### src/rtl/pipe_ctrl_if.sv
// rtl/pipe_ctrl_if.sv - pipeline hazard/fetch control bundle between datapath and pipe_ctrl
interface pipe_ctrl_if #(
    parameter int REG_AW = 5
);
    logic [REG_AW-1:0] id_rs1;
    logic [REG_AW-1:0] id_rs2;
    logic              id_use1;
    logic              id_use2;
    logic              ex_mem_read;
    logic [REG_AW-1:0] ex_rd;
    logic              ex_redirect;
    logic              ex_busy;
    logic              imem_valid;
    logic              halt_req;
    logic              resume;
    logic              pc_en;
    logic              ifid_en;
    logic              ifid_flush;
    logic              idex_bubble;
    logic              halted;
    logic              imem_err;

    modport master (
        output id_rs1, id_rs2, id_use1, id_use2, ex_mem_read, ex_rd,
               ex_redirect, ex_busy, imem_valid, halt_req, resume,
        input  pc_en, ifid_en, ifid_flush, idex_bubble, halted, imem_err
    );

    modport slave (
        input  id_rs1, id_rs2, id_use1, id_use2, ex_mem_read, ex_rd,
               ex_redirect, ex_busy, imem_valid, halt_req, resume,
        output pc_en, ifid_en, ifid_flush, idex_bubble, halted, imem_err
    );
endinterface

### src/rtl/pipe_ctrl.sv
// rtl/pipe_ctrl.sv - in-order pipeline stall/flush/halt controller with fetch timeout
// Optional performance counters enabled by defining PIPE_CTRL_PERF_EN.
module pipe_ctrl #(
    parameter int REG_AW  = 5,
    parameter int TIMEOUT = 16
) (
    input  logic        clk,
    input  logic        rst_n,
    pipe_ctrl_if.slave  bus
`ifdef PIPE_CTRL_PERF_EN
    ,
    output logic [31:0] stall_cnt,
    output logic [31:0] flush_cnt
`endif
);
    localparam int CW = $clog2(TIMEOUT + 1);

    typedef enum logic [1:0] {
        RUN   = 2'd0,
        DRAIN = 2'd1,
        HALT  = 2'd2
    } state_t;

    state_t state, state_next;

    logic [REG_AW-1:0] rs1, rs2, rd;
    logic              load_use;
    logic              pc_en, ifid_en, ifid_flush, idex_bubble, halted;
    logic [CW-1:0]     wait_cnt;
    logic              imem_err;

    assign rs1 = bus.id_rs1;
    assign rs2 = bus.id_rs2;
    assign rd  = bus.ex_rd;

    // x0 is hardwired, so a load targeting it never creates a hazard
    assign load_use = bus.ex_mem_read && (rd != '0) &&
                      ((bus.id_use1 && (rs1 == rd)) || (bus.id_use2 && (rs2 == rd)));

    always_ff @(posedge clk or negedge rst_n) begin
        if (!rst_n) begin
            state <= RUN;
        end else begin
            state <= state_next;
        end
    end

    always_comb begin
        state_next  = state;
        pc_en       = 1'b0;
        ifid_en     = 1'b0;
        ifid_flush  = 1'b0;
        idex_bubble = 1'b0;
        halted      = 1'b0;
        case (state)
            RUN: begin
                if (bus.ex_redirect) begin
                    pc_en       = 1'b1;
                    ifid_flush  = 1'b1;
                    idex_bubble = 1'b1;
                    if (!bus.imem_valid) state_next = DRAIN;
                end else if (bus.ex_busy) begin
                    pc_en = 1'b0;
                end else if (load_use) begin
                    idex_bubble = 1'b1;
                end else if (!bus.imem_valid) begin
                    ifid_flush = 1'b1;
                end else if (bus.halt_req) begin
                    idex_bubble = 1'b1;
                    state_next  = HALT;
                end else begin
                    pc_en   = 1'b1;
                    ifid_en = 1'b1;
                end
            end
            DRAIN: begin
                // the response in flight belongs to the squashed path; drop it
                ifid_flush  = 1'b1;
                idex_bubble = 1'b1;
                if (bus.imem_valid) begin
                    pc_en      = 1'b1;
                    state_next = RUN;
                end
            end
            HALT: begin
                idex_bubble = 1'b1;
                halted      = 1'b1;
                if (bus.resume && !bus.halt_req) state_next = RUN;
            end
            default: state_next = RUN;
        endcase
        if (ifid_flush) ifid_en = 1'b0;
        if (!rst_n) begin
            pc_en       = 1'b0;
            ifid_en     = 1'b0;
            ifid_flush  = 1'b1;
            idex_bubble = 1'b1;
            halted      = 1'b0;
        end
    end

    always_ff @(posedge clk or negedge rst_n) begin
        if (!rst_n) begin
            wait_cnt <= '0;
            imem_err <= 1'b0;
        end else begin
            if (bus.imem_valid) begin
                wait_cnt <= '0;
            end else if ((state != HALT) && (wait_cnt != CW'(TIMEOUT))) begin
                wait_cnt <= wait_cnt + 1'b1;
            end
            // set on the same edge the counter reaches TIMEOUT
            if (!bus.imem_valid && (state != HALT) && (wait_cnt == CW'(TIMEOUT - 1))) begin
                imem_err <= 1'b1;
            end
        end
    end

`ifdef PIPE_CTRL_PERF_EN
    always_ff @(posedge clk or negedge rst_n) begin
        if (!rst_n) begin
            stall_cnt <= '0;
            flush_cnt <= '0;
        end else begin
            if ((state == RUN) && !pc_en) stall_cnt <= stall_cnt + 32'd1;
            if ((state == RUN) && bus.ex_redirect) flush_cnt <= flush_cnt + 32'd1;
        end
    end
`endif

    assign bus.pc_en       = pc_en;
    assign bus.ifid_en     = ifid_en;
    assign bus.ifid_flush  = ifid_flush;
    assign bus.idex_bubble = idex_bubble;
    assign bus.halted      = halted;
    assign bus.imem_err    = imem_err;
endmodule

### src/flat_wrapper.sv
// flat-port wrapper written by rule: the top's interface ports become plain ports
module pipe_ctrl_flat 
#(
    parameter int REG_AW  = 5,
    parameter int TIMEOUT = 16
)
  (clk, rst_n, bus_id_rs1, bus_id_rs2, bus_id_use1, bus_id_use2, bus_ex_mem_read, bus_ex_rd, bus_ex_redirect, bus_ex_busy, bus_imem_valid, bus_halt_req, bus_resume, bus_pc_en, bus_ifid_en, bus_ifid_flush, bus_idex_bubble, bus_halted, bus_imem_err);
  pipe_ctrl_if #(.REG_AW(REG_AW)) bus_i ();
  input  logic clk;
  input  logic rst_n;
  input wire logic [$bits(bus_i.id_rs1)-1:0] bus_id_rs1;
  input wire logic [$bits(bus_i.id_rs2)-1:0] bus_id_rs2;
  input wire logic [$bits(bus_i.id_use1)-1:0] bus_id_use1;
  input wire logic [$bits(bus_i.id_use2)-1:0] bus_id_use2;
  input wire logic [$bits(bus_i.ex_mem_read)-1:0] bus_ex_mem_read;
  input wire logic [$bits(bus_i.ex_rd)-1:0] bus_ex_rd;
  input wire logic [$bits(bus_i.ex_redirect)-1:0] bus_ex_redirect;
  input wire logic [$bits(bus_i.ex_busy)-1:0] bus_ex_busy;
  input wire logic [$bits(bus_i.imem_valid)-1:0] bus_imem_valid;
  input wire logic [$bits(bus_i.halt_req)-1:0] bus_halt_req;
  input wire logic [$bits(bus_i.resume)-1:0] bus_resume;
  output wire logic [$bits(bus_i.pc_en)-1:0] bus_pc_en;
  output wire logic [$bits(bus_i.ifid_en)-1:0] bus_ifid_en;
  output wire logic [$bits(bus_i.ifid_flush)-1:0] bus_ifid_flush;
  output wire logic [$bits(bus_i.idex_bubble)-1:0] bus_idex_bubble;
  output wire logic [$bits(bus_i.halted)-1:0] bus_halted;
  output wire logic [$bits(bus_i.imem_err)-1:0] bus_imem_err;
  assign bus_i.id_rs1 = bus_id_rs1;
  assign bus_i.id_rs2 = bus_id_rs2;
  assign bus_i.id_use1 = bus_id_use1;
  assign bus_i.id_use2 = bus_id_use2;
  assign bus_i.ex_mem_read = bus_ex_mem_read;
  assign bus_i.ex_rd = bus_ex_rd;
  assign bus_i.ex_redirect = bus_ex_redirect;
  assign bus_i.ex_busy = bus_ex_busy;
  assign bus_i.imem_valid = bus_imem_valid;
  assign bus_i.halt_req = bus_halt_req;
  assign bus_i.resume = bus_resume;
  assign bus_pc_en = bus_i.pc_en;
  assign bus_ifid_en = bus_i.ifid_en;
  assign bus_ifid_flush = bus_i.ifid_flush;
  assign bus_idex_bubble = bus_i.idex_bubble;
  assign bus_halted = bus_i.halted;
  assign bus_imem_err = bus_i.imem_err;
  pipe_ctrl #(.REG_AW(REG_AW), .TIMEOUT(TIMEOUT)) u_core (.clk(clk), .rst_n(rst_n), .bus(bus_i));
endmodule
### config.mk
export PLATFORM = sky130hd
export DESIGN_NAME = pipe_ctrl_flat
export DESIGN_NICKNAME = d
export VERILOG_FILES = /design/src/rtl/pipe_ctrl_if.sv /design/src/rtl/pipe_ctrl.sv /design/src/flat_wrapper.sv
export SDC_FILE = /design/constraint.sdc
export NUM_CORES = 1
export LEC_CHECK = 0
export ABC_CLOCK_PERIOD_IN_PS = 1500
export BUFFER_PORTS_ARGS = -buffer_cell sky130_fd_sc_hd__buf_2
export CORE_UTILIZATION = 43
export CTS_CLUSTER_DIAMETER = 120
export CTS_CLUSTER_SIZE = 40
export DETAILED_ROUTE_END_ITERATION = 8
export PLACE_DENSITY_LB_ADDON = 0.25
export SLEW_MARGIN = 20
export SYNTH_ARGS = -nofsm -noshare
export SYNTH_HDL_FRONTEND = slang
export SYNTH_SLANG_ARGS = --single-unit
### constraint.sdc
create_clock -name clk -period 1.5 [get_ports clk]
set_input_delay 0 -clock clk [delete_from_list [all_inputs] [get_ports clk]]
set_output_delay 0 -clock clk [all_outputs]
set_load 0.03 [all_outputs]
==> results of run 1 <==
worst max-delay path by stage:
stage	from	end	slack (ns)	cells past startpoint
final	u_core.state[1]$_DFFE_PN0P_	bus_idex_bubble	-0.15	5
after global routing	u_core.state[1]$_DFFE_PN0P_	bus_idex_bubble	-0.19	5
after CTS	u_core.state[1]$_DFFE_PN0P_	bus_idex_bubble	-0.16	6
after detailed placement	u_core.state[1]$_DFFE_PN0P_	bus_ifid_en	-0.07	7
after global placement	u_core.state[1]$_DFFE_PN0P_	bus_pc_en	0.003	7
after floorplan	u_core.state[1]$_DFFE_PN0P_	bus_pc_en	0.06	6
power breakdown:
part	internal, mW	switching, mW
Combinational	0.598	0.582
Clock	0.0921	0.0804
Sequential	0.277	0.0620
Total	0.968	0.724
logic make-up after synthesis:
logic type | count (synthesis)
simple gates | 36
compound gates | 22
xor+xnor | 12
buf+inv | 11
flops | 8
fa+ha+maj | 7
mux | 1
layer usage:
layer	GRT usage	wire, um	share of wire	vias up
li1	-	-	-	440
met1	0.3123	1037	0.42	440
met2	0.4294	1246	0.51	29
met3	0.04082	98	0.040	7
met4	0.1212	62	0.025	0
met5	0	0	0	-
critical path, stage by stage (launching register included):
cell	delay, ns
dfrtp_1	0.41
buf_6	0.14
ha_4	0.15
or3_4	0.38
o221ai_2	0.15
buf_6	0.16
flip-flops by register name, indices dropped and copies added (netlist names):
signal / cells
u_core.wait_cnt: 5
u_core.state: 2
u_core.bus.imem_err: 1
cell type report:
cell class | instances | share of cell area
Tap cell | 25 | 0.02490
Timing Repair Buffer | 45 | 0.2450
Inverter | 10 | 0.03187
Sequential cell | 8 | 0.1594
Multi-Input combinational cell | 78 | 0.5209
Clock buffer | 3 | 0.01793
layout by cell type (no fill, tap or decap), types with 3 or more instances in the layout:
cell type / count
a21oi_1: 3
buf_2: 25
buf_4: 11
buf_6: 8
clkbuf_4: 3
dfrtp_1: 8
ha_1: 3
ha_4: 4
inv_1: 6
inv_2: 3
nand2_1: 6
nand4_1: 4
nor2_1: 11
xnor2_1: 11
timing repair:
action                                  4_1_cts  5_1_grt
endpoints found under the hold margin         8        0
pin swaps                                     9       15
hold buffers                                  1        0
buffers inserted                              8        1
resized for setup                            28       10
endpoints found under the setup margin        5       10
gates cloned                                  0        0
through the flow:
step                      instances  worst slack [ns]
after detailed placement        156          -0.07161
after global placement          156          0.003121
after global routing            169           -0.1938
after CTS                       168           -0.1628
after floorplan                  97           0.06293
final                           169           -0.1545
==> flow_summary.yaml, run 1 <==
synthesis:
  yosys-top-cells-count: "nor2_1, xnor2_1, inv_1"
  synth-edff-count: 0
  syn_area_um2: 783.3
  ys.flop_type: "dfrtp_1"
  yosys.area_share.simple: 0.2444
  ys_types: 34
  synth.avg_cell_area_um2: 8.075
  synth_fa_ha_area_frac: 0.1118
  yosys-top-cells-area: "dfrtp_1, xnor2_1, ha_1"
  yosysWarnings: 0
  synth-compound-area-share: 0.1869
  ys_ff_latch: 8
  synth_xor_xnor_area_share: 0.1342
  ys_async_sr_fraction: 1.000
  yosysSeqAreaShare: 0.2556
  yosysTopAreaCellShare: 0.2556
  synthCells: 97
  yosysTopAreaCell: "dfrtp_1"
  synth_top_family_by_area: "simple AND/OR/NAND/NOR gates"
  synthMuxAreaShare: 0.01278
  syn_nets: 129
routing:
  drt.antenna.violating_nets: 0
  wl_per_cell_um: 14.46
  vias_per_cell: 5.420
  vias: 916
  first_iter_violations: 20
  wl_mm: 2.443
  drc: 0
  dr.pass1.iters: 4
timing:
  fmax_mhz: 604.4
  finalCritPeriodShare: 1.103
  min_period_ns: 1.655
  slew_headroom: 0.6602
  fin_worst_skew_ns: 0.0008214
  grt_setup_unrepaired: "yes"
  tightest_slew_ns: 0.5097
  fin_ws_ns: -0.1545
  finalSetupTns_ns: -0.5809
  slew_violations: 0
  hold_slack_ns: 0.1043
  setup_viol: 6
  hold_viol: 0
final_layout:
  drive_gt1_frac: 0.4722
  regArea_um2: 200.2
  area_delta_synth_final_pct: 60.38
  multiInputGateArea_um2: 654.4
  utilization: 0.7355
  fillerInstances: 124
  nets: 178
  stdcell_area_um2: 1256
  n_antenna_cell: 0
clocking:
  cts_buffers: 3
  cts_root_buf: "clkbuf_4"
  htree_levels: 1
  clkTransAtPathRegs_ns: 0.06
  clk_path_buf_depth: 2
  cts_sinks: 8
  cts_tree: "built"
  clock_latency_ns: 0.26
floorplanning:
  die_area_um2: 1996
  start_util: 0.4586
  core_um2: 1708
  ios: 31
  die_x_um: 44.68
  die_y_um: 44.68
  placementRows: 15
grt:
  grt_max_degree: 15
  grtUsageTotal: 0.2538
  grt_pass1_wl_mm: 3.636
  antenna_found_initial: 0
  grt_remaining_overflow: 0
  grt_pass1_vias: 870
place:
  place_congestion: 0.8701
  io_buffers: 30
  dpl_cell_area_um2: 1011
  dpl.hpwl_mm: 1.544
hold_path:
  holdCritStartpoint: "bus_imem_valid"
  hold_path_depth: 2
  hp-class: "input pin to register"
  min_to: "u_core.wait_cnt[3]$_DFFE_PN0P_"
pwr:
  leakagePower_nw: 0.5822
  peakVddDrop_uv: 858.5
  cellPowerDensity_nw_per_um2: 1347
  fin_total_pwr_mw: 1.692
run_status:
  violations: "setup timing"
  outcome: "finished with violations"
worst_setup_path:
  crit_type: "register to output port"
  rr_worst_depth: 7
  r2r_start: "u_core.state[1]$_DFFE_PN0P_"
  worstPathMaxFanout: 2
  rr_endpoint: "u_core.state[1]$_DFFE_PN0P_"
  cp-end-kind: "output port"
  reg2reg_slack_ns: -0.14
  cp.required_ns: 1.50
  start_kind: "register"
  worstPathArrival_ns: 1.65
job:
  max-cap-violations: 0
Note: power is estimated with default switching activity, not from simulation.
==> run 2, diff against run 1 <==
Settings changed: ABC_CLOCK_PERIOD_IN_PS 1500 to 1900, CORE_UTILIZATION 43 to 47.
Clock period 1.5 ns to 1.9 ns, I/O delays scaled along.
==> flow_summary.yaml, run 2 (synthesis gave the netlist of run 1 again) <==
grt:
  antenna_found_initial: 0
  grtUsageTotal: 0.2226
  grt_max_degree: 15
  grt_remaining_overflow: 0
  grt_pass1_wl_mm: 3.132
  grt_pass1_vias: 756
pwr:
  peakVddDrop_uv: 590.0
  fin_total_pwr_mw: 0.9572
  p_seq_frac: 0.295
  cellPowerDensity_nw_per_um2: 956.3
  p_int_mw: 0.5208
  leakagePower_nw: 0.4794
  p_sw_mw: 0.4364
  clockPowerShare: 0.139
  swShare: 0.4559
  power_frac_comb: 0.566
final_layout:
  layout_commonest_cell: "buf_2"
  top_register: "u_core.wait_cnt"
  largest_register_ffs: 5
  nets: 164
  drive_gt1_frac: 0.3077
  layout_common_cells: "buf_2, nor2_1, xnor2_1"
  largest_registers: "u_core.wait_cnt: 5 flops, u_core.state: 2 flops, u_core.bus.imem_err: 1 flops"
  area_delta_synth_final_pct: 27.80
  n_antenna_cell: 0
floorplanning:
  placementRows: 14
  core_um2: 1524
  ios: 31
  die_x_um: 42.82
  start_util: 0.5140
  die_y_um: 42.82
  die_area_um2: 1834
timing:
  grt_setup_unrepaired: "no"
  min_period_ns: 1.817
  tightest_slew_ns: 0.4040
  slew_violations: 0
  setup_viol: 0
  hold_viol: 0
  fin_ws_ns: 0.08324
  finalCritPeriodShare: 0.9562
  slew_headroom: 0.7294
  fin_worst_skew_ns: 0.002077
  finalSetupTns_ns: 0
  fmax_mhz: 550.4
clocking:
  cts_buffers: 3
  clock_latency_ns: 0.26
  clk_path_buf_depth: 2
  cts_tree: "built"
  cts_root_buf: "clkbuf_4"
  clkTransAtPathRegs_ns: 0.06
  htree_levels: 1
  cts_sinks: 8
place:
  place_congestion: 0.8672
  dpl_worst_slack_ns: 0.2940
  io_buffers: 30
  dpl.hpwl_mm: 1.372
worst_setup_path:
  cp-end-kind: "output port"
  cp.required_ns: 1.90
  worstPathArrival_ns: 1.82
  r2r_start: "u_core.state[0]$_DFFE_PN0P_"
  start_kind: "register"
  reg2reg_slack_ns: 0.33
  worstPathMaxFanout: 6
  rr_endpoint: "u_core.state[0]$_DFFE_PN0P_"
  crit_type: "register to output port"
  rr_worst_depth: 6
hold_path:
  holdCritStartpoint: "bus_imem_valid"
  hp-class: "input pin to register"
  min_to: "u_core.wait_cnt[4]$_DFFE_PN0P_"
  hold_path_depth: 2
routing:
  dr.pass1.iters: 4
  first_iter_violations: 14
  wl_mm: 1.819
  wl_per_cell_um: 12.46
  drc: 0
  vias_per_cell: 5.603
  vias: 818
  drt.antenna.violating_nets: 0
job:
  max-cap-violations: 0
run_status:
  outcome: "finished clean"
run 2: changes by cell type in the layout (fill, tap and decap cells not counted), sizes merged:
cell | previous run | this run
buf | 44 | 30
run 2: worst max-delay path, stage by stage (launching register included):
cell,delay (ns)
dfrtp_2,0.44
inv_1,0.09
ha_2,0.22
nand2b_1,0.12
or3_1,0.35
o221ai_2,0.16
buf_4,0.19
run 2: repair_timing:
action	in CTS	in global routing
endpoints found under the setup margin	0	3
hold endpoints to repair	8	0
hold buffers	1	0
gates resized for setup	0	9
buffers inserted	0	0
run 2: cell type report:
class | instances | area, um^2
flip-flops and latches | 8 | 201.4
repair buffers | 31 | 165.2
inverters | 10 | 37.54
multi-input cells | 78 | 554.3
clock buffers | 3 | 22.52
fillers | 141 | 523.0
well taps | 16 | 20.02
run 2: per-layer routing:
layer,global-route usage,vias up,wire length [um]
li1,-,411,-
met1,0.3050,371,824
met2,0.3545,33,848
met3,0.02128,3,121
met4,0.09375,0,24
met5,0,-,0
run 2: worst max path at each step:
stage,start,end,slack (ns),depth (start not counted)
after floorplan,u_core.state[1]$_DFFE_PN0P_,bus_idex_bubble,0.29,5
after global placement,u_core.state[1]$_DFFE_PN0P_,bus_ifid_en,0.31,7
after detailed placement,u_core.state[1]$_DFFE_PN0P_,bus_ifid_en,0.29,7
after CTS,u_core.state[1]$_DFFE_PN0P_,bus_ifid_en,0.008,7
after global routing,u_core.state[0]$_DFFE_PN0P_,bus_idex_bubble,0.008,6
final,u_core.state[0]$_DFFE_PN0P_,bus_idex_bubble,0.08,6
run 2: stage by stage:
step,utilization,instances,hold WS (ns),area [um^2]
6_report,0.6568,146,0.08493,1001
3_3_place_gp,0.6223,142,-0.1173,948.4
3_5_place_dp,0.6223,142,-0.1133,948.4
4_1_cts,0.6437,146,0.07524,980.9
2_1_floorplan,-,97,-0.2956,783.3
5_1_grt,0.6568,146,0.08838,1001
run 2: power groups by stage:
| stage | clock [mW] | combinational, mW | sequential (mW) |
|---|---|---|---|
| global route | 0.145 | 0.607 | 0.289 |
| floorplan | 0 | 0.383 | 0.265 |
| global placement | 0 | 0.505 | 0.275 |
| CTS | 0.141 | 0.512 | 0.277 |
| finish | 0.133 | 0.542 | 0.282 |
| detailed placement | 0 | 0.507 | 0.279 |
